==> src/rtl/axi_lite_if.sv <==
// AXI4-Lite bus bundle (single-beat AR/R/AW/W/B) with master and slave views.
interface axi_lite_if #(
  parameter int ADDR_W = 32,
  parameter int DATA_W = 32
);
  logic [ADDR_W-1:0]   awaddr;
  logic [2:0]          awprot;
  logic                awvalid;
  logic                awready;
  logic [DATA_W-1:0]   wdata;
  logic [DATA_W/8-1:0] wstrb;
  logic                wvalid;
  logic                wready;
  logic [1:0]          bresp;
  logic                bvalid;
  logic                bready;
  logic [ADDR_W-1:0]   araddr;
  logic [2:0]          arprot;
  logic                arvalid;
  logic                arready;
  logic [DATA_W-1:0]   rdata;
  logic [1:0]          rresp;
  logic                rvalid;
  logic                rready;

  modport master (
    output awaddr, awprot, awvalid, input awready,
    output wdata, wstrb, wvalid, input wready,
    input bresp, bvalid, output bready,
    output araddr, arprot, arvalid, input arready,
    input rdata, rresp, rvalid, output rready
  );

  modport slave (
    input awaddr, awprot, awvalid, output awready,
    input wdata, wstrb, wvalid, output wready,
    output bresp, bvalid, input bready,
    input araddr, arprot, arvalid, output arready,
    output rdata, rresp, rvalid, input rready
  );
endinterface

==> src/rtl/byte_to_axi_lite_master.sv <==
// Decodes host command byte frames into single AXI-Lite reads/writes and streams status/read data back.
// Optional watchdog: define AXI_TIMEOUT_EN to abort AXI phases stalled for TIMEOUT_CYCLES cycles.
module byte_to_axi_lite_master #(
  parameter int AXI_ADDR_WIDTH = 32,
  parameter int AXI_DATA_WIDTH = 32,
  parameter int TIMEOUT_CYCLES = 1024
) (
  input  logic       clk,
  input  logic       rst,
  input  logic [7:0] rx_data,
  input  logic       rx_valid,
  output logic       rx_ready,
  output logic [7:0] tx_data,
  output logic       tx_valid,
  input  logic       tx_ready,
  axi_lite_if.master m_axi_lite,
  output logic       busy
);

  localparam logic [7:0] OP_READ    = 8'h01;
  localparam logic [7:0] OP_WRITE   = 8'h02;
  localparam logic [7:0] ST_BAD_OP  = 8'hFF;
  localparam logic [7:0] ST_TIMEOUT = 8'h80;

  // Byte shifting below assumes 32-bit address and data.
  if (AXI_ADDR_WIDTH != 32 || AXI_DATA_WIDTH != 32 || TIMEOUT_CYCLES < 1) begin : g_cfg_check
    $error("byte_to_axi_lite_master: only 32-bit AXI and TIMEOUT_CYCLES >= 1 are supported");
  end

  typedef enum logic [2:0] {
    IDLE, RX_ADDR, RX_DATA, AXI_WR, AXI_B, AXI_AR, AXI_R, TX_RESP
  } state_t;

  state_t                    state_q, state_nxt;
  logic [1:0]                byte_cnt_q;
  logic                      is_wr_q;
  logic                      aw_done_q, w_done_q;
  logic [AXI_ADDR_WIDTH-1:0] addr_q;
  logic [AXI_DATA_WIDTH-1:0] wdata_q, rdata_q;
  logic [7:0]                status_q;
  logic [2:0]                tx_idx_q, tx_last_q;
  logic [7:0]                tx_byte;
  logic                      rx_fire;
  logic                      tmo_hit;

  assign rx_fire = rx_valid && rx_ready;

  assign m_axi_lite.awaddr = addr_q;
  assign m_axi_lite.araddr = addr_q;
  assign m_axi_lite.awprot = 3'b000;
  assign m_axi_lite.arprot = 3'b000;
  assign m_axi_lite.wdata  = wdata_q;
  assign m_axi_lite.wstrb  = '1;

`ifdef AXI_TIMEOUT_EN
  localparam int TmoW = $clog2(TIMEOUT_CYCLES + 1);
  logic [TmoW-1:0] tmo_cnt_q;
  logic            in_axi;

  assign in_axi  = (state_q == AXI_WR) || (state_q == AXI_B) ||
                   (state_q == AXI_AR) || (state_q == AXI_R);
  assign tmo_hit = in_axi && (tmo_cnt_q == TmoW'(TIMEOUT_CYCLES - 1));

  // Restart the count on every state change so each AXI phase gets the full budget.
  always_ff @(posedge clk) begin
    if (rst || (state_nxt != state_q)) tmo_cnt_q <= '0;
    else if (in_axi)                   tmo_cnt_q <= tmo_cnt_q + TmoW'(1);
  end
`else
  assign tmo_hit = 1'b0;
`endif

  always_ff @(posedge clk) begin
    if (rst) state_q <= IDLE;
    else     state_q <= state_nxt;
  end

  always_comb begin
    case (tx_idx_q)
      3'd0:    tx_byte = status_q;
      3'd1:    tx_byte = rdata_q[7:0];
      3'd2:    tx_byte = rdata_q[15:8];
      3'd3:    tx_byte = rdata_q[23:16];
      3'd4:    tx_byte = rdata_q[31:24];
      default: tx_byte = 8'h00;
    endcase
  end

  always_comb begin
    state_nxt          = state_q;
    rx_ready           = 1'b0;
    tx_valid           = 1'b0;
    tx_data            = 8'h00;
    busy               = (state_q != IDLE);
    m_axi_lite.awvalid = 1'b0;
    m_axi_lite.wvalid  = 1'b0;
    m_axi_lite.bready  = 1'b0;
    m_axi_lite.arvalid = 1'b0;
    m_axi_lite.rready  = 1'b0;
    case (state_q)
      IDLE: begin
        rx_ready = 1'b1;
        if (rx_valid)
          state_nxt = (rx_data == OP_READ || rx_data == OP_WRITE) ? RX_ADDR : TX_RESP;
      end
      RX_ADDR: begin
        rx_ready = 1'b1;
        if (rx_valid && byte_cnt_q == 2'd3) state_nxt = is_wr_q ? RX_DATA : AXI_AR;
      end
      RX_DATA: begin
        rx_ready = 1'b1;
        if (rx_valid && byte_cnt_q == 2'd3) state_nxt = AXI_WR;
      end
      AXI_WR: begin
        m_axi_lite.awvalid = !aw_done_q && !tmo_hit;
        m_axi_lite.wvalid  = !w_done_q && !tmo_hit;
        if (tmo_hit)
          state_nxt = TX_RESP;
        else if ((aw_done_q || m_axi_lite.awready) && (w_done_q || m_axi_lite.wready))
          state_nxt = AXI_B;
      end
      AXI_B: begin
        m_axi_lite.bready = !tmo_hit;
        if (tmo_hit || m_axi_lite.bvalid) state_nxt = TX_RESP;
      end
      AXI_AR: begin
        m_axi_lite.arvalid = !tmo_hit;
        if (tmo_hit)                 state_nxt = TX_RESP;
        else if (m_axi_lite.arready) state_nxt = AXI_R;
      end
      AXI_R: begin
        m_axi_lite.rready = !tmo_hit;
        if (tmo_hit || m_axi_lite.rvalid) state_nxt = TX_RESP;
      end
      TX_RESP: begin
        tx_valid = 1'b1;
        tx_data  = tx_byte;
        if (tx_ready && tx_idx_q == tx_last_q) state_nxt = IDLE;
      end
      default: state_nxt = IDLE;
    endcase
  end

  always_ff @(posedge clk) begin
    if (rst) begin
      byte_cnt_q <= 2'd0;
      is_wr_q    <= 1'b0;
      aw_done_q  <= 1'b0;
      w_done_q   <= 1'b0;
      addr_q     <= '0;
      wdata_q    <= '0;
      rdata_q    <= '0;
      status_q   <= 8'h00;
      tx_idx_q   <= 3'd0;
      tx_last_q  <= 3'd0;
    end else begin
      case (state_q)
        IDLE: begin
          byte_cnt_q <= 2'd0;
          tx_idx_q   <= 3'd0;
          aw_done_q  <= 1'b0;
          w_done_q   <= 1'b0;
          if (rx_fire) begin
            is_wr_q <= (rx_data == OP_WRITE);
            if (rx_data != OP_READ && rx_data != OP_WRITE) begin
              status_q  <= ST_BAD_OP;
              tx_last_q <= 3'd0;
            end
          end
        end
        RX_ADDR: if (rx_fire) begin
          addr_q     <= {rx_data, addr_q[AXI_ADDR_WIDTH-1:8]};
          byte_cnt_q <= byte_cnt_q + 2'd1;
        end
        RX_DATA: if (rx_fire) begin
          wdata_q    <= {rx_data, wdata_q[AXI_DATA_WIDTH-1:8]};
          byte_cnt_q <= byte_cnt_q + 2'd1;
        end
        AXI_WR: begin
          aw_done_q <= aw_done_q || (m_axi_lite.awvalid && m_axi_lite.awready);
          w_done_q  <= w_done_q || (m_axi_lite.wvalid && m_axi_lite.wready);
          if (tmo_hit) begin
            status_q  <= ST_TIMEOUT;
            tx_last_q <= 3'd0;
          end
        end
        AXI_B: begin
          if (tmo_hit) begin
            status_q  <= ST_TIMEOUT;
            tx_last_q <= 3'd0;
          end else if (m_axi_lite.bvalid) begin
            status_q  <= {6'b0, m_axi_lite.bresp};
            tx_last_q <= 3'd0;
          end
        end
        AXI_AR, AXI_R: begin
          // A timed-out read still returns a full 5-byte response with zero data.
          if (tmo_hit) begin
            status_q  <= ST_TIMEOUT;
            rdata_q   <= '0;
            tx_last_q <= 3'd4;
          end else if (state_q == AXI_R && m_axi_lite.rvalid) begin
            status_q  <= {6'b0, m_axi_lite.rresp};
            rdata_q   <= m_axi_lite.rdata;
            tx_last_q <= 3'd4;
          end
        end
        TX_RESP: if (tx_ready) tx_idx_q <= tx_idx_q + 3'd1;
        default: ;
      endcase
    end
  end

endmodule

==> src/flat_wrapper.sv <==
// flat-port wrapper written by rule: the top's interface ports become plain ports
module byte_to_axi_lite_master_flat 
#(
  parameter int AXI_ADDR_WIDTH = 32,
  parameter int AXI_DATA_WIDTH = 32,
  parameter int TIMEOUT_CYCLES = 1024
)
  (clk, rst, rx_data, rx_valid, rx_ready, tx_data, tx_valid, tx_ready, busy, m_axi_lite_awaddr, m_axi_lite_awprot, m_axi_lite_awvalid, m_axi_lite_awready, m_axi_lite_wdata, m_axi_lite_wstrb, m_axi_lite_wvalid, m_axi_lite_wready, m_axi_lite_bresp, m_axi_lite_bvalid, m_axi_lite_bready, m_axi_lite_araddr, m_axi_lite_arprot, m_axi_lite_arvalid, m_axi_lite_arready, m_axi_lite_rdata, m_axi_lite_rresp, m_axi_lite_rvalid, m_axi_lite_rready);
  axi_lite_if #(.ADDR_W(32), .DATA_W(32)) m_axi_lite_i ();
  input  logic clk;
  input  logic rst;
  input  logic [7:0] rx_data;
  input  logic rx_valid;
  output logic rx_ready;
  output logic [7:0] tx_data;
  output logic tx_valid;
  input  logic tx_ready;
  output logic busy;
  output wire logic [$bits(m_axi_lite_i.awaddr)-1:0] m_axi_lite_awaddr;
  output wire logic [$bits(m_axi_lite_i.awprot)-1:0] m_axi_lite_awprot;
  output wire logic [$bits(m_axi_lite_i.awvalid)-1:0] m_axi_lite_awvalid;
  input wire logic [$bits(m_axi_lite_i.awready)-1:0] m_axi_lite_awready;
  output wire logic [$bits(m_axi_lite_i.wdata)-1:0] m_axi_lite_wdata;
  output wire logic [$bits(m_axi_lite_i.wstrb)-1:0] m_axi_lite_wstrb;
  output wire logic [$bits(m_axi_lite_i.wvalid)-1:0] m_axi_lite_wvalid;
  input wire logic [$bits(m_axi_lite_i.wready)-1:0] m_axi_lite_wready;
  input wire logic [$bits(m_axi_lite_i.bresp)-1:0] m_axi_lite_bresp;
  input wire logic [$bits(m_axi_lite_i.bvalid)-1:0] m_axi_lite_bvalid;
  output wire logic [$bits(m_axi_lite_i.bready)-1:0] m_axi_lite_bready;
  output wire logic [$bits(m_axi_lite_i.araddr)-1:0] m_axi_lite_araddr;
  output wire logic [$bits(m_axi_lite_i.arprot)-1:0] m_axi_lite_arprot;
  output wire logic [$bits(m_axi_lite_i.arvalid)-1:0] m_axi_lite_arvalid;
  input wire logic [$bits(m_axi_lite_i.arready)-1:0] m_axi_lite_arready;
  input wire logic [$bits(m_axi_lite_i.rdata)-1:0] m_axi_lite_rdata;
  input wire logic [$bits(m_axi_lite_i.rresp)-1:0] m_axi_lite_rresp;
  input wire logic [$bits(m_axi_lite_i.rvalid)-1:0] m_axi_lite_rvalid;
  output wire logic [$bits(m_axi_lite_i.rready)-1:0] m_axi_lite_rready;
  assign m_axi_lite_awaddr = m_axi_lite_i.awaddr;
  assign m_axi_lite_awprot = m_axi_lite_i.awprot;
  assign m_axi_lite_awvalid = m_axi_lite_i.awvalid;
  assign m_axi_lite_i.awready = m_axi_lite_awready;
  assign m_axi_lite_wdata = m_axi_lite_i.wdata;
  assign m_axi_lite_wstrb = m_axi_lite_i.wstrb;
  assign m_axi_lite_wvalid = m_axi_lite_i.wvalid;
  assign m_axi_lite_i.wready = m_axi_lite_wready;
  assign m_axi_lite_i.bresp = m_axi_lite_bresp;
  assign m_axi_lite_i.bvalid = m_axi_lite_bvalid;
  assign m_axi_lite_bready = m_axi_lite_i.bready;
  assign m_axi_lite_araddr = m_axi_lite_i.araddr;
  assign m_axi_lite_arprot = m_axi_lite_i.arprot;
  assign m_axi_lite_arvalid = m_axi_lite_i.arvalid;
  assign m_axi_lite_i.arready = m_axi_lite_arready;
  assign m_axi_lite_i.rdata = m_axi_lite_rdata;
  assign m_axi_lite_i.rresp = m_axi_lite_rresp;
  assign m_axi_lite_i.rvalid = m_axi_lite_rvalid;
  assign m_axi_lite_rready = m_axi_lite_i.rready;
  byte_to_axi_lite_master #(.AXI_ADDR_WIDTH(AXI_ADDR_WIDTH), .AXI_DATA_WIDTH(AXI_DATA_WIDTH), .TIMEOUT_CYCLES(TIMEOUT_CYCLES)) u_core (.clk(clk), .rst(rst), .rx_data(rx_data), .rx_valid(rx_valid), .rx_ready(rx_ready), .tx_data(tx_data), .tx_valid(tx_valid), .tx_ready(tx_ready), .m_axi_lite(m_axi_lite_i), .busy(busy));
endmodule
==> config.mk <==
export PLATFORM = sky130hd
export DESIGN_NAME = byte_to_axi_lite_master_flat
export DESIGN_NICKNAME = d
export VERILOG_FILES = /design/src/rtl/axi_lite_if.sv /design/src/rtl/byte_to_axi_lite_master.sv /design/src/flat_wrapper.sv
export SDC_FILE = /design/constraint.sdc
export NUM_CORES = 1
export LEC_CHECK = 0
export ABC_AREA = 1
export CORE_MARGIN = 3
export CORE_UTILIZATION = 49
export DETAILED_ROUTE_END_ITERATION = 16
export PLACE_DENSITY = 0.93
export SLEW_MARGIN = 20
export SYNTH_ARGS = -nofsm -noshare
export SYNTH_HDL_FRONTEND = slang
export SYNTH_SLANG_ARGS = --single-unit
==> constraint.sdc <==
create_clock -name clk -period 3.55 [get_ports clk]
set_input_delay 0.71 -clock clk [delete_from_list [all_inputs] [get_ports clk]]
set_output_delay 0.71 -clock clk [all_outputs]
set_load 0.03 [all_outputs]
==> results.sh, run 1 <==
export IMPL_status="completed"
export IMPL_p_clk_share_pct=18.5
export IMPL_power_internal_mw=2.68
export IMPL_setup_tns_ns=0
export IMPL_relSlewSlack_pct=59.5
export IMPL_period_share_pct=88.6
export IMPL_grt_overflow=0
export IMPL_cts_sinks=111
export IMPL_dieArea_mm2=0.0114
export IMPL_seq_area_frac_synth_pct=44.6
export IMPL_root_buffer="clkbuf_8"
export IMPL_n_fill_cell=827
export IMPL_ff2ff_setup_slack_ns=1.36
export IMPL_syn_to_final_growth_pct=31.9
export IMPL_synthesis_area_mm2=0.00498
export IMPL_htreeDepth=3
export IMPL_grt_total_usage_pct=21.9
export IMPL_skew_ns=0.00783
export IMPL_ys_seq_elements=111
export IMPL_diodes=0
export IMPL_via_count=4663
export IMPL_cts_tree="yes"
export IMPL_yosys_warnings=0
export IMPL_p_leak_nw=2.47
export IMPL_setup_viol=0
export IMPL_maxCapViolCount=0
export IMPL_drt_initial_drc_count=237
export IMPL_yosys_cell_types_count=28
export IMPL_detailed_place_hpwl_um=9290
export IMPL_core_mm2=0.00982
export IMPL_critPathLaunchType="flop"
export IMPL_drt_total_wl_um=12900
export IMPL_dieWidth_um=107
export IMPL_pin_count=175
export IMPL_gp_congestion=0.881
export IMPL_fin_nets=846
export IMPL_pre_cts_ws_ns=0.820
export IMPL_firstDrtPassIters=8
export IMPL_remaining_drc_errors=0
export IMPL_netlist_instances=677
export IMPL_whs_ns=0.462
export IMPL_grt_pass1_vias=4180
export IMPL_cp_end_kind="output pin"
export IMPL_cts_buffers=9
export IMPL_grt_first_pass_wirelength_um=20500
export IMPL_criticalPathCategory="reg -> out"
export IMPL_power_mw=4.59
export IMPL_hold_viol_final=0
export IMPL_fin_cells=924
export IMPL_vias_per_cell=5.05
export IMPL_drv_slew=0
export IMPL_cp_data_arrival_time_ns=2.44
export IMPL_power_density_mw_per_mm2=699
export IMPL_p_seq_share_pct=36.7
export IMPL_ctsHoldBuffers=0
export IMPL_grt_antenna_before_repair=0
export IMPL_setup_slack_ns=0.404
export IMPL_avgSynthCellArea_um2=7.36
export IMPL_clock_path_buffers=2
export IMPL_drive_gt1_share_pct=5.44
export IMPL_hp_class="reg -> reg"
export IMPL_clk_latency_ns=0.35
export IMPL_grt_max_degree=67
export IMPL_final_min_clock_period_ns=3.15
export IMPL_cts_setup_buffers=0
export IMPL_tightest_slew_ns=0.607
export IMPL_initial_core_util_pct=50.7
export IMPL_rsz0062_at_grt="false"
export IMPL_path_clk_slew_ns=0.11
export IMPL_antenna_left=0
export IMPL_dp_cells=909
export IMPL_wire_per_inst_um=14.0
export IMPL_fp_row_count=36
export IMPL_port_buffers=164
export IMPL_crit_fanout=6
export IMPL_combPwrFrac_pct=44.8
export IMPL_p_sw_mw=1.92
export IMPL_die_h_um=107
export IMPL_cts_resized=0
export IMPL_swShare_pct=41.7
export IMPL_max_freq_mhz=318
export IMPL_cp_data_required_time_ns=2.84
export IMPL_peakVddDrop_mv=0.418
through the flow:
| step | util, % | instance area (um2) |
|---|---|---|
| floorplan | - | 5010 |
| global placement | 64.6 | 6350 |
| detailed placement | 64.6 | 6350 |
| CTS | 66.9 | 6570 |
| global route | 66.9 | 6570 |
| finish | 66.9 | 6570 |
routing by layer:
metal  GRT usage, %  wire [um]  vias up
li1               -          -     2335
met1           28.3       5410     2132
met2           36.7       6350      178
met3           4.82        972       18
met4           6.48        193        0
met5              0          0        -
state kept, by name (all words and copies together) (netlist names):
signal and count:
u_core.rdata_q 32, u_core.m_axi_lite.wdata 32, u_core.w_done_q 1, u_core.m_axi_lite.araddr 32, u_core.is_wr_q 1, u_core.aw_done_q 1, u_core.byte_cnt_q 2, u_core.status_q 3
u_core.state_q 3, u_core.tx_last_q 1, u_core.tx_idx_q 3
cell usage in the layout (no fill, tap or decap), types with 4 or more instances in the layout:
| cell type | n |
|---|---|
| nand3_1 | 15 |
| inv_1 | 52 |
| nand2_1 | 54 |
| ha_1 | 6 |
| nor2_1 | 159 |
| conb_1 | 10 |
| o21ai_0 | 102 |
| nand2_2 | 8 |
| nor3_1 | 8 |
| nor2_2 | 4 |
| inv_2 | 6 |
| dfxtp_1 | 111 |
| clkbuf_8 | 10 |
| a21oi_1 | 51 |
| clkdlybuf4s50_1 | 164 |
| o22ai_1 | 10 |
cells by family after synthesis:
group | Yosys count | share of synthesized area (%)
buffers and inverters | 134 | 14.6
other | 2 | 0.151
adder cells (fa/ha/maj) | 6 | 1.51
AND/OR/NAND/NOR | 256 | 21.9
AO/OA/AOI/OAI | 168 | 17.2
flip-flops | 111 | 44.6
path summary, 6_finish.rpt:
path	cells after the start	end	from
setup reg to reg	6	u_core.m_axi_lite.wdata[25]	u_core.state_q[1]
setup / recovery	7	tx_data[4]	u_core.tx_idx_q[0]
hold / removal	2	u_core.rdata_q[17]	u_core.rdata_q[17]
hold reg to reg	2	u_core.rdata_q[17]	u_core.rdata_q[17]
worst max-delay path, cell delays in order, from the launching register on:
cell,delay [ns]
dfxtp_1,0.40
inv_1,0.10
ha_1,0.25
nand3_1,0.21
o21ai_0,0.15
nor3_1,0.27
nor2_1,0.10
clkdlybuf4s50_1,0.61
synth_stat cells, drive strengths merged:
cell / instances / share of area [%]
nor3: 8 / 0.80
o21ai: 105 / 11
nand2: 64 / 5.5
a21oi: 51 / 5.1
conb: 2 / 0.15
nor2: 167 / 14
o22ai: 10 / 1.3
inv: 60 / 4.7
a211oi: 2 / 0.30
nand3: 15 / 1.5
ha: 6 / 1.5
clkbuf: 16 / 1.3
buf: 58 / 8.7
nand3b: 1 / 0.40
nand4: 1 / 0.13
dfxtp: 111 / 45
area by class of cell:
type                            instances  area [um2]  share of cell area [%]
Clock buffer                           10         138                    2.09
Inverter                               60         233                    3.54
Tap cell                              133         166                    2.53
Timing Repair Buffer                  165        1660                    25.3
Sequential cell                       111        2220                    33.8
Clock inverter                          5        88.8                    1.35
Multi-Input combinational cell        440        2060                    31.4
power groups by stage:
stage / combinational, mW / sequential (mW) / clock (mW)
floorplan: 1.26 / 1.90 / 0
global placement: 2.01 / 1.70 / 0
detailed placement: 2.05 / 1.71 / 0
CTS: 2.06 / 1.69 / 0.861
global route: 2.24 / 1.72 / 0.907
finish: 2.06 / 1.69 / 0.848
Note: power is estimated with default switching activity, not from simulation.
==> inputs of run 2 (changes only) <==
- ABC_AREA: 1 -> 0
- CORE_MARGIN: 3 -> 2
- SKIP_CTS_REPAIR_TIMING: not set -> 1
==> run 2 against run 1 <==
  * Utilization barely moved
  * Fmax fell by 3.6%
  * Sequential cell count did not move
  * Total power fell by 29%
  * Die area fell by 4.6%
  * Global-route usage rose by 3.3 points
  * Cell count fell by 3.8%
  * Clock power fell by 9.2%
  * Via count rose by 2.2%
  * Area after synthesis fell by 1.0%
==> results.sh, run 2 <==
export IMPL_drv_slew=0
export IMPL_rsz0062_at_grt="false"
export IMPL_max_stage_delay_ns=0.69
export IMPL_p_leak_nw=2.23
export IMPL_met2_usage_pct=41.7
export IMPL_diodes=0
export IMPL_crit_fanout=9
export IMPL_grt_pass1_vias=4373
export IMPL_die_h_um=104
export IMPL_netlist_instances=646
export IMPL_max_freq_mhz=306
export IMPL_detailed_place_hpwl_um=9880
export IMPL_synthesis_area_mm2=0.00493
export IMPL_cp_end_kind="output pin"
export IMPL_grt_antenna_before_repair=0
export IMPL_cp_data_arrival_time_ns=2.55
export IMPL_gp_congestion=0.862
export IMPL_fin_nets=810
export IMPL_drt_total_wl_um=13900
export IMPL_final_cell_mix="nand2_1, clkdlybuf4s50_1, dfxtp_1"
export IMPL_status="completed"
export IMPL_remaining_drc_errors=0
export IMPL_yosysTopAreaCell="dfxtp_1"
export IMPL_critPathLaunchType="flop"
export IMPL_vias_per_cell=5.36
export IMPL_synth_common_cells="nand2_1, dfxtp_1, a21oi_1, buf_4, clkbuf_1"
export IMPL_period_share_pct=92.0
export IMPL_met3_usage_pct=4.95
export IMPL_ys_flop_type="dfxtp_1"
export IMPL_hp_class="reg -> reg"
export IMPL_relSlewSlack_pct=32.4
export IMPL_cts_sinks=111
export IMPL_cp_data_required_time_ns=2.84
export IMPL_synth_top_area_share_pct=45.1
export IMPL_syn_to_final_growth_pct=32.7
export IMPL_wire_per_inst_um=15.6
export IMPL_root_buffer="clkbuf_8"
export IMPL_swShare_pct=36.9
export IMPL_seq_area_frac_synth_pct=45.1
export IMPL_hold_viol_final=0
export IMPL_skew_ns=0.00851
export IMPL_criticalPathCategory="reg -> out"
export IMPL_ys_top_cells_by_area="dfxtp_1, nand2_1, a21oi_1"
export IMPL_power_density_mw_per_mm2=496
export IMPL_synth_edf_count=0
export IMPL_async_flop_share_pct=0
export IMPL_pre_cts_ws_ns=0.748
export IMPL_htreeDepth=3
export IMPL_power_internal_mw=2.05
export IMPL_peakVddDrop_mv=0.239
export IMPL_grt_total_usage_pct=25.2
export IMPL_reg2regPathDepth=6
export IMPL_final_common_cell="nand2_1"
export IMPL_grt_overflow=0
export IMPL_worstPathCellList="inv_1 > ha_1 > nor2_1 > nor2_1 > o31ai_1 > buf_4 > nor2_1 > clkdlybuf4s50_1"
export IMPL_ys_seq_elements=111
export IMPL_combPwrFrac_pct=33.4
export IMPL_via_count=4765
export IMPL_antenna_left=0
export IMPL_dieArea_mm2=0.0109
export IMPL_clock_path_buffers=2
export IMPL_drt_initial_drc_count=336
export IMPL_grt_max_degree=59
export IMPL_p_clk_share_pct=23.7
export IMPL_maxCapViolCount=0
export IMPL_avgSynthCellArea_um2=7.64
export IMPL_cp_depth=8
export IMPL_cts_tree="yes"
export IMPL_min_path_cells=2
export IMPL_clk_latency_ns=0.39
export IMPL_final_min_clock_period_ns=3.26
export IMPL_drive_gt1_share_pct=4.76
export IMPL_path_clk_slew_ns=0.10
export IMPL_power_mw=3.25
export IMPL_cpLargestDelayFamily="buffers and inverters"
export IMPL_top_usage_layer="met2"
export IMPL_p_sw_mw=1.20
export IMPL_setup_viol=0
export IMPL_dieWidth_um=104
export IMPL_pin_count=175
export IMPL_setup_tns_ns=0
export IMPL_grt_use_met1_pct=32.2
export IMPL_p_seq_share_pct=42.9
export IMPL_path_buf_inv=3
export IMPL_grt_first_pass_wirelength_um=22400
export IMPL_firstDrtPassIters=7
export IMPL_setup_slack_ns=0.285
export IMPL_core_mm2=0.00977
export IMPL_cts_buffers=9
export IMPL_yosysMostFrequentCell="nand2_1"
export IMPL_yosys_warnings=0
export IMPL_critPathSlowestCell="clkdlybuf4s50_1"
export IMPL_tightest_slew_ns=1.01
export IMPL_initial_core_util_pct=50.5
export IMPL_fp_row_count=36
export IMPL_port_buffers=164
export IMPL_n_fill_cell=786
export IMPL_crit_path_frequent_cell="nor2_1"
export IMPL_yosys_cell_types_count=45
[run 2: path summary, 6_finish.rpt]
check | startpoint | endpoint | slack (ns)
min | u_core.rdata_q[5] | u_core.rdata_q[5] | 0.47
min reg2reg | u_core.rdata_q[5] | u_core.rdata_q[5] | 0.47
max reg2reg | u_core.state_q[2] | u_core.rdata_q[2] | 1.16
max | u_core.tx_idx_q[0] | tx_data[1] | 0.29
[run 2: per-stage QoR]
stage	area (um2)	std cells	util [%]	hold WS (ns)
after floorplan	4960	654	-	0.436
after global placement	6340	873	64.9	0.443
after detailed placement	6340	873	64.9	0.451
after CTS	6540	889	66.9	0.467
after global routing	6550	889	67.0	0.490
final	6550	889	67.0	0.466
[run 2: tightest hold or removal path: cells and delay by family (launching register included)]
family           cells  cell delay, ns
flip-flops           1            0.32
AND/OR/NAND/NOR      1            0.05
AO/OA/AOI/OAI        1            0.05
[run 2: final cells by class]
class	count	area, um2	share of cell area (%)
clock buffer	11	151	2.31
clock inverter	5	47.5	0.726
inverter	9	33.8	0.516
multi-input combinational	446	2210	33.8
sequential	111	2220	33.9
tap	133	166	2.54
timing repair buffer	174	1710	26.2
[run 2: power by group through the flow]
| stage | clock, mW | combinational [mW] | sequential, mW |
|---|---|---|---|
| 2_1_floorplan | 0 | 0.714 | 1.45 |
| 3_5_place_dp | 0 | 1.06 | 1.42 |
| 4_1_cts | 0.770 | 1.07 | 1.39 |
| 3_3_place_gp | 0 | 1.03 | 1.42 |
| 6_report | 0.770 | 1.08 | 1.39 |
| 5_1_grt | 0.825 | 1.18 | 1.41 |
[run 2: logic make-up (layout without fill, tap and decap cells)]
family	Yosys count	in the layout	synth area share (%)
XOR/XNOR	2	2	0.355
other	2	10	0.152
AND/OR/NAND/NOR	266	266	22.5
AO/OA/AOI/OAI	157	157	18.4
flip-flops	111	111	45.1
adder cells (fa/ha/maj)	8	8	1.95
multiplexers	3	3	0.609
buffers and inverters	97	199	11.0
[run 2: per-layer routing]
metal	share of wire [%]	wire, um	vias up
met4	2.6	362	0
met1	41	5720	2250
li1	-	-	2308
met5	0	0	-
met3	6.1	841	31
met2	50	6940	176
